File: src/rtl/fetch_pkg.sv
// fetch_pkg: shared FSM state type and instruction constants for the fetch unit
package fetch_pkg;
    typedef enum logic [1:0] {IDLE, RUN, HALT} fetch_state_e;
    localparam logic [3:0]  HALT_OPCODE = 4'hF;
    localparam logic [15:0] NOP_WORD    = 16'h0000;
endpackage

File: src/rtl/instr_fetch_if.sv
// instr_fetch_if: load/control/issue bundle between the fetch unit and its host/datapath
interface instr_fetch_if #(
    parameter int DEPTH = 16,
    parameter int AW    = $clog2(DEPTH)
);
    logic          load_en;
    logic [AW-1:0] load_addr;
    logic [15:0]   load_data;
    logic          start;
    logic          stall;
    logic [15:0]   Instruction;
    logic          InitSel;
    logic          instr_valid;
    logic [AW-1:0] pc;
    logic          halted;
    modport master (
        output load_en, load_addr, load_data, start, stall,
        input  Instruction, InitSel, instr_valid, pc, halted
    );
    modport slave (
        input  load_en, load_addr, load_data, start, stall,
        output Instruction, InitSel, instr_valid, pc, halted
    );
endinterface

File: src/rtl/prog_mem.sv
// prog_mem: program buffer, synchronous write and asynchronous read, no reset
module prog_mem #(
    parameter int DEPTH = 16,
    parameter int AW    = $clog2(DEPTH)
) (
    input  logic          clk,
    input  logic          we_i,
    input  logic [AW-1:0] waddr_i,
    input  logic [15:0]   wdata_i,
    input  logic [AW-1:0] raddr_i,
    output logic [15:0]   rdata_o
);
    logic [15:0] mem_q [DEPTH];
    // store one word per cycle when enabled; contents survive reset
    always_ff @(posedge clk) begin
        if (we_i) mem_q[waddr_i] <= wdata_i;
    end
    assign rdata_o = mem_q[raddr_i];
endmodule

File: src/rtl/instr_fetch.sv
// instr_fetch: IDLE/RUN/HALT fetch sequencer over prog_mem; FETCH_HALT_OP_EN enables the halt opcode
module instr_fetch
    import fetch_pkg::*;
#(
    parameter int DEPTH = 16
) (
    input logic          clk,
    input logic          reset,
    instr_fetch_if.slave bus
);
    localparam int AW = $clog2(DEPTH);
`ifdef FETCH_HALT_OP_EN
    localparam bit HALT_EN = 1'b1;
`else
    localparam bit HALT_EN = 1'b0;
`endif
    fetch_state_e  state_q;
    logic [AW-1:0] pc_q;
    logic [15:0]   instr_q;
    logic [15:0]   rd_data;
    logic          valid_q;
    logic          init_sel_q;
    logic          halted_q;
    logic          we_d;
    logic          is_halt;
    // loads are only accepted while not executing
    assign we_d    = bus.load_en && (state_q != RUN);
    assign is_halt = HALT_EN && (rd_data[15:12] == HALT_OPCODE);
    prog_mem #(.DEPTH(DEPTH)) u_mem (
        .clk    (clk),
        .we_i   (we_d),
        .waddr_i(bus.load_addr),
        .wdata_i(bus.load_data),
        .raddr_i(pc_q),
        .rdata_o(rd_data)
    );
    // sequencer with registered outputs; issue word at pc and advance unless stalled
    always_ff @(posedge clk) begin
        if (reset) begin
            state_q    <= IDLE;
            pc_q       <= '0;
            instr_q    <= NOP_WORD;
            valid_q    <= 1'b0;
            init_sel_q <= 1'b0;
            halted_q   <= 1'b0;
        end else begin
            valid_q <= 1'b0;
            case (state_q)
                RUN: begin
                    if (!bus.stall) begin
                        if (is_halt) begin
                            state_q    <= HALT;
                            instr_q    <= NOP_WORD;
                            init_sel_q <= 1'b0;
                            halted_q   <= 1'b1;
                        end else begin
                            instr_q <= rd_data;
                            valid_q <= 1'b1;
                            pc_q    <= pc_q + 1'b1;
                        end
                    end
                end
                IDLE, HALT: begin
                    if (bus.start) begin
                        state_q    <= RUN;
                        pc_q       <= '0;
                        init_sel_q <= 1'b1;
                        halted_q   <= 1'b0;
                    end
                end
                default: begin
                    state_q    <= IDLE;
                    pc_q       <= '0;
                    instr_q    <= NOP_WORD;
                    init_sel_q <= 1'b0;
                    halted_q   <= 1'b0;
                end
            endcase
        end
    end
    assign bus.Instruction = instr_q;
    assign bus.instr_valid = valid_q;
    assign bus.InitSel     = init_sel_q;
    assign bus.pc          = pc_q;
    assign bus.halted      = halted_q;
endmodule

File: src/flat_wrapper.sv
// flat-port wrapper written by rule: the top's interface ports become plain ports
module instr_fetch_flat import fetch_pkg::*;
#(
    parameter int DEPTH = 16
)
  (clk, reset, bus_load_en, bus_load_addr, bus_load_data, bus_start, bus_stall, bus_Instruction, bus_InitSel, bus_instr_valid, bus_pc, bus_halted);
  instr_fetch_if #(.DEPTH(DEPTH)) bus_i ();
  input logic clk;
  input logic reset;
  input wire logic [$bits(bus_i.load_en)-1:0] bus_load_en;
  input wire logic [$bits(bus_i.load_addr)-1:0] bus_load_addr;
  input wire logic [$bits(bus_i.load_data)-1:0] bus_load_data;
  input wire logic [$bits(bus_i.start)-1:0] bus_start;
  input wire logic [$bits(bus_i.stall)-1:0] bus_stall;
  output wire logic [$bits(bus_i.Instruction)-1:0] bus_Instruction;
  output wire logic [$bits(bus_i.InitSel)-1:0] bus_InitSel;
  output wire logic [$bits(bus_i.instr_valid)-1:0] bus_instr_valid;
  output wire logic [$bits(bus_i.pc)-1:0] bus_pc;
  output wire logic [$bits(bus_i.halted)-1:0] bus_halted;
  assign bus_i.load_en = bus_load_en;
  assign bus_i.load_addr = bus_load_addr;
  assign bus_i.load_data = bus_load_data;
  assign bus_i.start = bus_start;
  assign bus_i.stall = bus_stall;
  assign bus_Instruction = bus_i.Instruction;
  assign bus_InitSel = bus_i.InitSel;
  assign bus_instr_valid = bus_i.instr_valid;
  assign bus_pc = bus_i.pc;
  assign bus_halted = bus_i.halted;
  instr_fetch #(.DEPTH(DEPTH)) u_core (.clk(clk), .reset(reset), .bus(bus_i));
endmodule
File: config.mk
export PLATFORM = sky130hd
export DESIGN_NAME = instr_fetch_flat
export DESIGN_NICKNAME = d
export VERILOG_FILES = /design/src/rtl/fetch_pkg.sv /design/src/rtl/instr_fetch_if.sv /design/src/rtl/prog_mem.sv /design/src/rtl/instr_fetch.sv /design/src/flat_wrapper.sv
export SDC_FILE = /design/constraint.sdc
export NUM_CORES = 1
export LEC_CHECK = 0
export BUFFER_PORTS_ARGS = -buffer_cell sky130_fd_sc_hd__buf_2
export CAP_MARGIN = 20
export CORE_AREA = 2 2 148 114
export CTS_BUF_LIST = sky130_fd_sc_hd__clkbuf_8
export DETAILED_ROUTE_END_ITERATION = 7
export DIE_AREA = 0 0 150 116
export PLACE_DENSITY_LB_ADDON = 0.08
export SLEW_MARGIN = 20
export SYNTH_ARGS = -nofsm -noshare
export SYNTH_HDL_FRONTEND = slang
export SYNTH_SLANG_ARGS = --single-unit
File: constraint.sdc
create_clock -name clk -period 8.2 [get_ports clk]
set_clock_uncertainty 0.1 [all_clocks]
set_input_delay 0.41 -clock clk [delete_from_list [all_inputs] [get_ports clk]]
set_output_delay 0.41 -clock clk [all_outputs]
set_load 0.1 [all_outputs]
[After elaboration in Yosys (flattened, before gate mapping)]
Memories as Yosys holds them, arrays and structs flattened. A register that Yosys moved wholly into a read port is not among the register bits.
Cells that the tools add are included.
Storage, ports and cells
  flip-flop bits (word level): 25
  bits in writable memories: 256
  input port bits: 25
  memories: 1
Memories
  u_core.u_mem.mem_q: depth 16, width 16, read ports 1, clocked after Yosys merged registers in 1, write ports 1, line prog_mem.sv:13  | logic [15:0] mem_q [DEPTH];
Cells by class
  add/sub/neg operators: 1
  eq/ne operators: 5
  multiplexer cells: 16
  bitwise logic cells: 2
  reduce and logical (&&, ||, !) cells: 7
Operators by type and width (number)
  one-hot mux 16 bit (2 select lines): 1
  two-way mux 16 bit: 1
  two-way mux 4 bit: 4
  one-hot mux 4 bit (2 select lines): 1
  AND reduction 2 bit: 3
  two-way mux 1 bit: 5
  adder 4 x 1 -> 4 bit, second input constant: 1
  != test 2 bit, second input constant: 2
  one-hot mux 1 bit (2 select lines): 2
  one-hot mux 2 bit (2 select lines): 1
  OR reduction 2 bit: 2
  equality test 2 x 1 -> 1 bit, second input constant: 1
  equality test 2 bit, second input constant: 1
  logical NOT 2 bit: 1
  two-way mux 2 bit: 1
  != test 2 x 1 -> 1 bit, second input constant: 1
  inverter 1 bit: 2
  logical AND 1 bit: 1

[Longest topological paths before layout]
  word-level depth: 6
  depth in mapped cells: 7
  mapped depth without buffers: 4

[By module]
Synthesis repeated with hierarchy kept, for this count alone.
Second synthesis, totals
  cells, all modules: 520
  area, all modules: 10591.4 µm²
By module, submodules not included
  prog_mem: times used 1, cells an instance 416, area an instance 9721.8 µm², sequential area each 7687.4 µm²
  instr_fetch: times used 1, cells an instance 104, area an instance 869.6 µm², sequential area each 440.4 µm²

[Least setup slack after synthesis]
No wires, ideal clock.
  kind: register -> register
  from: register u_core.bus.InitSel (netlist name)
  to: memory u_core.u_mem.mem_q[4][0] (enable)
  setup time: 0.409 ns
  arrival: 2.747 ns
  data required time: 7.691 ns
  slack: 4.943 ns
  cell stages (with the launch flop): 5
  path buffers: 1
  clock period less this slack: 3.257 ns
  path through: dfxtp_1 > buf_2 > nand2b_1 > or3b_2 > nor3_1
RTL lines (line)
  to (decl): prog_mem.sv:13

==> impl_results.rst <==
.. list-table::
   :header-rows: 1

   * - Metric
     - Value
   * - Peak VDD IR
     - 181 uV
   * - Area of the multi-input gates
     - 2310 um2
   * - Crit path cell chain
     - buf_4 > mux4_2 > nand2_1 > a21oi_1 > a211o_1
   * - Number of design-rule violations left by the first detailed-router iteration
     - 461
   * - Num Clock Sinks
     - 282
   * - Achievable frequency
     - 362 MHz
   * - Final critical-path setup slack
     - 5.44 ns
   * - Setup Fix Bufs, Post-CTS
     - 0
   * - Largest net degree at the start of global routing
     - 66
   * - Net count after synthesis
     - 564
   * - Clk Latency, worst-skew pair
     - 0.53 ns
   * - Area of the die
     - 17,400 um2
   * - Netlist area before placement
     - 10,700 um2
   * - Logic depth of the worst register-to-register path
     - 5
   * - Crit path capture
     - u_core.bus.Instruction[1]
   * - Cell count after synthesis
     - 538
   * - Power density normalized to cell area
     - 225 nW/um2
   * - Via count of the first global-routing pass
     - 5,625
   * - Final setup violating endpoints
     - 0
   * - Layout area overhead
     - 11.5%
   * - Endpoint class of the critical path
     - register
   * - Data required time of the worst path
     - 8.50 ns
   * - Number of levels in the clock H-tree
     - 2
   * - Sequential-to-total area share from yosys stat
     - 77.0%
   * - Final-report max-slew violation count
     - 0
   * - Routed Wire Length
     - 22,100 um
   * - Peak per-stage delay on the critical path
     - 0.81 ns
   * - Num rows
     - 40
   * - TritonCTS buffer count
     - 41
   * - Placement Cell Area
     - 11,200 um2
   * - Ratio of cells with drive above 1 in the final layout
     - 30.3%
   * - Critical path startpoint category
     - register
   * - Most common cell after layout, fill and taps aside
     - sky130_fd_sc_hd__edfxtp_1
   * - Synth unique cells
     - 32
   * - Ys Warns
     - 0
   * - Number of cells after detailed placement
     - 786
   * - Clock tree from TritonCTS
     - done
   * - Share of the core filled with cells
     - 75.2%
   * - Setup_tns
     - 0 ns
   * - Hold/Removal Path Class
     - input port to register
   * - Initial Util
     - 67.4%
   * - Shortest clock period the worst path allows after layout
     - 2.76 ns
   * - Count of vias placed by the detailed router
     - 5,462
   * - Count of inserted antenna diode cells
     - 0
   * - Final period util
     - 33.7%
   * - Kind of critical path
     - register to register
   * - Flops & latches, synth
     - 282
   * - Max cap viols
     - 0
   * - Highest-count cells in the layout ignoring fill and taps
     - sky130_fd_sc_hd__edfxtp_1, sky130_fd_sc_hd__nand2_1, sky130_fd_sc_hd__mux4_2, sky130_fd_sc_hd__buf_2, sky130_fd_sc_hd__clkbuf_8
   * - Mean routed wirelength per cell
     - 25.8 um
   * - Syn avg cell area
     - 19.8 um2
   * - Final Wtd Congestion
     - 0.861
   * - Initial antenna violation count
     - 1
   * - Remaining routing DRC violations
     - 0
   * - Fillers
     - 928
   * - Hpwl dp
     - 12,500 um
   * - Horizontal die dimension
     - 150 um
   * - Register-to-register setup slack
     - 5.44 ns
   * - Final net count
     - 645
   * - Measured slew at the worst slew-check pin
     - 1.04 ns
   * - Port buffer count
     - 46
   * - Clock slew at the register clock pins of the worst setup and hold paths
     - 0.07 ns
   * - Static Leakage
     - 4.02 nW
   * - Post-place setup slack
     - 5.40 ns
   * - Number of nets with antenna violations after routing
     - 0
   * - Combined global-route utilization of all metal layers
     - 27.1%
   * - Outcome
     - finished, final reports clean
   * - Area of the core region
     - 15,800 um2
   * - Post-route standard cell area excluding fillers
     - 11,900 um2
   * - Sequential cell area in the final layout
     - 8210 um2
   * - Wire length of the first global-routing pass
     - 33,600 um
   * - Hold_buf cts
     - 0
   * - Cell at the root of the clock tree
     - sky130_fd_sc_hd__clkbuf_8
   * - Total count of hold-check failures in the final report
     - 0
   * - Crit-path max FO
     - 51
   * - Clock Tree Buf Depth
     - 3
   * - Data arrival time of the critical path
     - 3.06 ns
   * - Normalized max-slew margin
     - 30.8%
   * - Per-cell via count in the routed design
     - 6.38
   * - Boundary Pins
     - 48
   * - Vertical extent of the die
     - 116 um
   * - Critical-path top delay cell
     - sky130_fd_sc_hd__buf_4
   * - Setup repair after global routing missed its margin
     - no
   * - Worst reg2reg endpoint
     - u_core.bus.Instruction[1]
   * - Gr ovfl total
     - 0
   * - Number of search-and-repair iterations in the first detailed-routing pass
     - 5
   * - Final cell count without fillers
     - 856
   * - Resized cells post-CTS
     - 0
## Yosys cell counts (all sizes together)
master / count / area, um2
edfxtp: 256 / 7690
nand2: 64 / 240
mux4: 62 / 1400
a21oi: 31 / 155
dfxtp: 26 / 521
buf: 23 / 173
nor2: 20 / 75.1
a211o: 15 / 131
clkbuf: 5 / 18.8
nor3: 5 / 25.0
mux2i: 4 / 40.0
nand2b: 4 / 25.0
nor2b: 3 / 18.8
a2111oi: 2 / 17.5
a22oi: 2 / 15.0
a31oi: 2 / 12.5
inv: 2 / 7.51
nand4b: 2 / 17.5
a21o: 1 / 7.51
a221o: 1 / 10.0
a311oi: 1 / 8.76
conb: 1 / 3.75
ha: 1 / 12.5
nor3b: 1 / 12.5
o21ai: 1 / 5.00
or3: 1 / 6.26
or3b: 1 / 8.76
xnor2: 1 / 8.76
## cell families (layout without fill, tap and decap cells)
group	Yosys count	count (layout)	share of synthesized area, %
buf+inv	30	138	1.87
mux	66	66	13.5
other cells	1	1	0.0352
compound gates	56	56	3.40
flops	282	282	77.0
simple gates	101	101	4.03
xor+xnor	1	1	0.0822
fa+ha+maj	1	1	0.117
## cell type report
| class | count | share of cell area (%) |
|---|---|---|
| sequential | 282 | 69.1 |
| multi-input combinational | 226 | 19.4 |
| clock buffer | 45 | 5.21 |
| timing repair buffer | 66 | 3.20 |
| tap | 210 | 2.21 |
| clock inverter | 25 | 0.821 |
| inverter | 2 | 0.0631 |
## worst max-delay path, delay by kind of cell, from the launching register on
| kind | cells | cell delay (ns) |
|---|---|---|
| mux | 1 | 0.60 |
| flops | 1 | 0.57 |
| compound gates | 2 | 0.39 |
| simple gates | 1 | 0.09 |
| buf+inv | 1 | 0.81 |
## sequential cells by signal, indices dropped and copies added, names as in the netlist, named ones only
name / count
u_core.bus.InitSel: 1
u_core.bus.Instruction: 16
u_core.bus.instr_valid: 1
u_core.bus.pc: 4
u_core.u_mem.mem_q: 256
## report_power, final
group | total, mW | internal (mW) | switching [mW]
Sequential | 1.59 | 1.58 | 0.00685
Clock | 0.988 | 0.500 | 0.488
Combinational | 0.0967 | 0.0184 | 0.0783
Total | 2.68 | 2.10 | 0.573
## worst min-delay path by stage
stage | slack [ns] | from | depth (start not counted) | to
3_3_place_gp | 0.34 | u_core.bus.Instruction[4] | 1 | u_core.bus.Instruction[4]
4_1_cts | 0.02 | bus_stall | 2 | u_core.bus.instr_valid
6_report | 0.04 | bus_stall | 2 | u_core.bus.instr_valid
5_1_grt | 0.03 | bus_stall | 2 | u_core.bus.instr_valid
3_5_place_dp | 0.35 | u_core.bus.Instruction[4] | 1 | u_core.bus.Instruction[4]
2_1_floorplan | 0.38 | reset | 1 | u_core.bus.InitSel
## routing by layer
metal | track usage, % | vias up | part of all wire, % | routed length (um)
met5 | 0 | - | 0.054 | 12
met4 | 8.93 | 2 | 2.3 | 507
met3 | 5.12 | 45 | 8.0 | 1770
met2 | 41.2 | 240 | 47 | 10500
met1 | 41.0 | 2846 | 42 | 9310
li1 | - | 2329 | - | -
## stage by stage
stage	total power, mW	hold slack (ns)
floorplan	1.67	0.382
global placement	1.71	0.339
detailed placement	1.72	0.351
CTS	2.69	0.0169
global route	2.76	0.0283
finish	2.68	0.0410
Power figures use the tool's default switching activity.
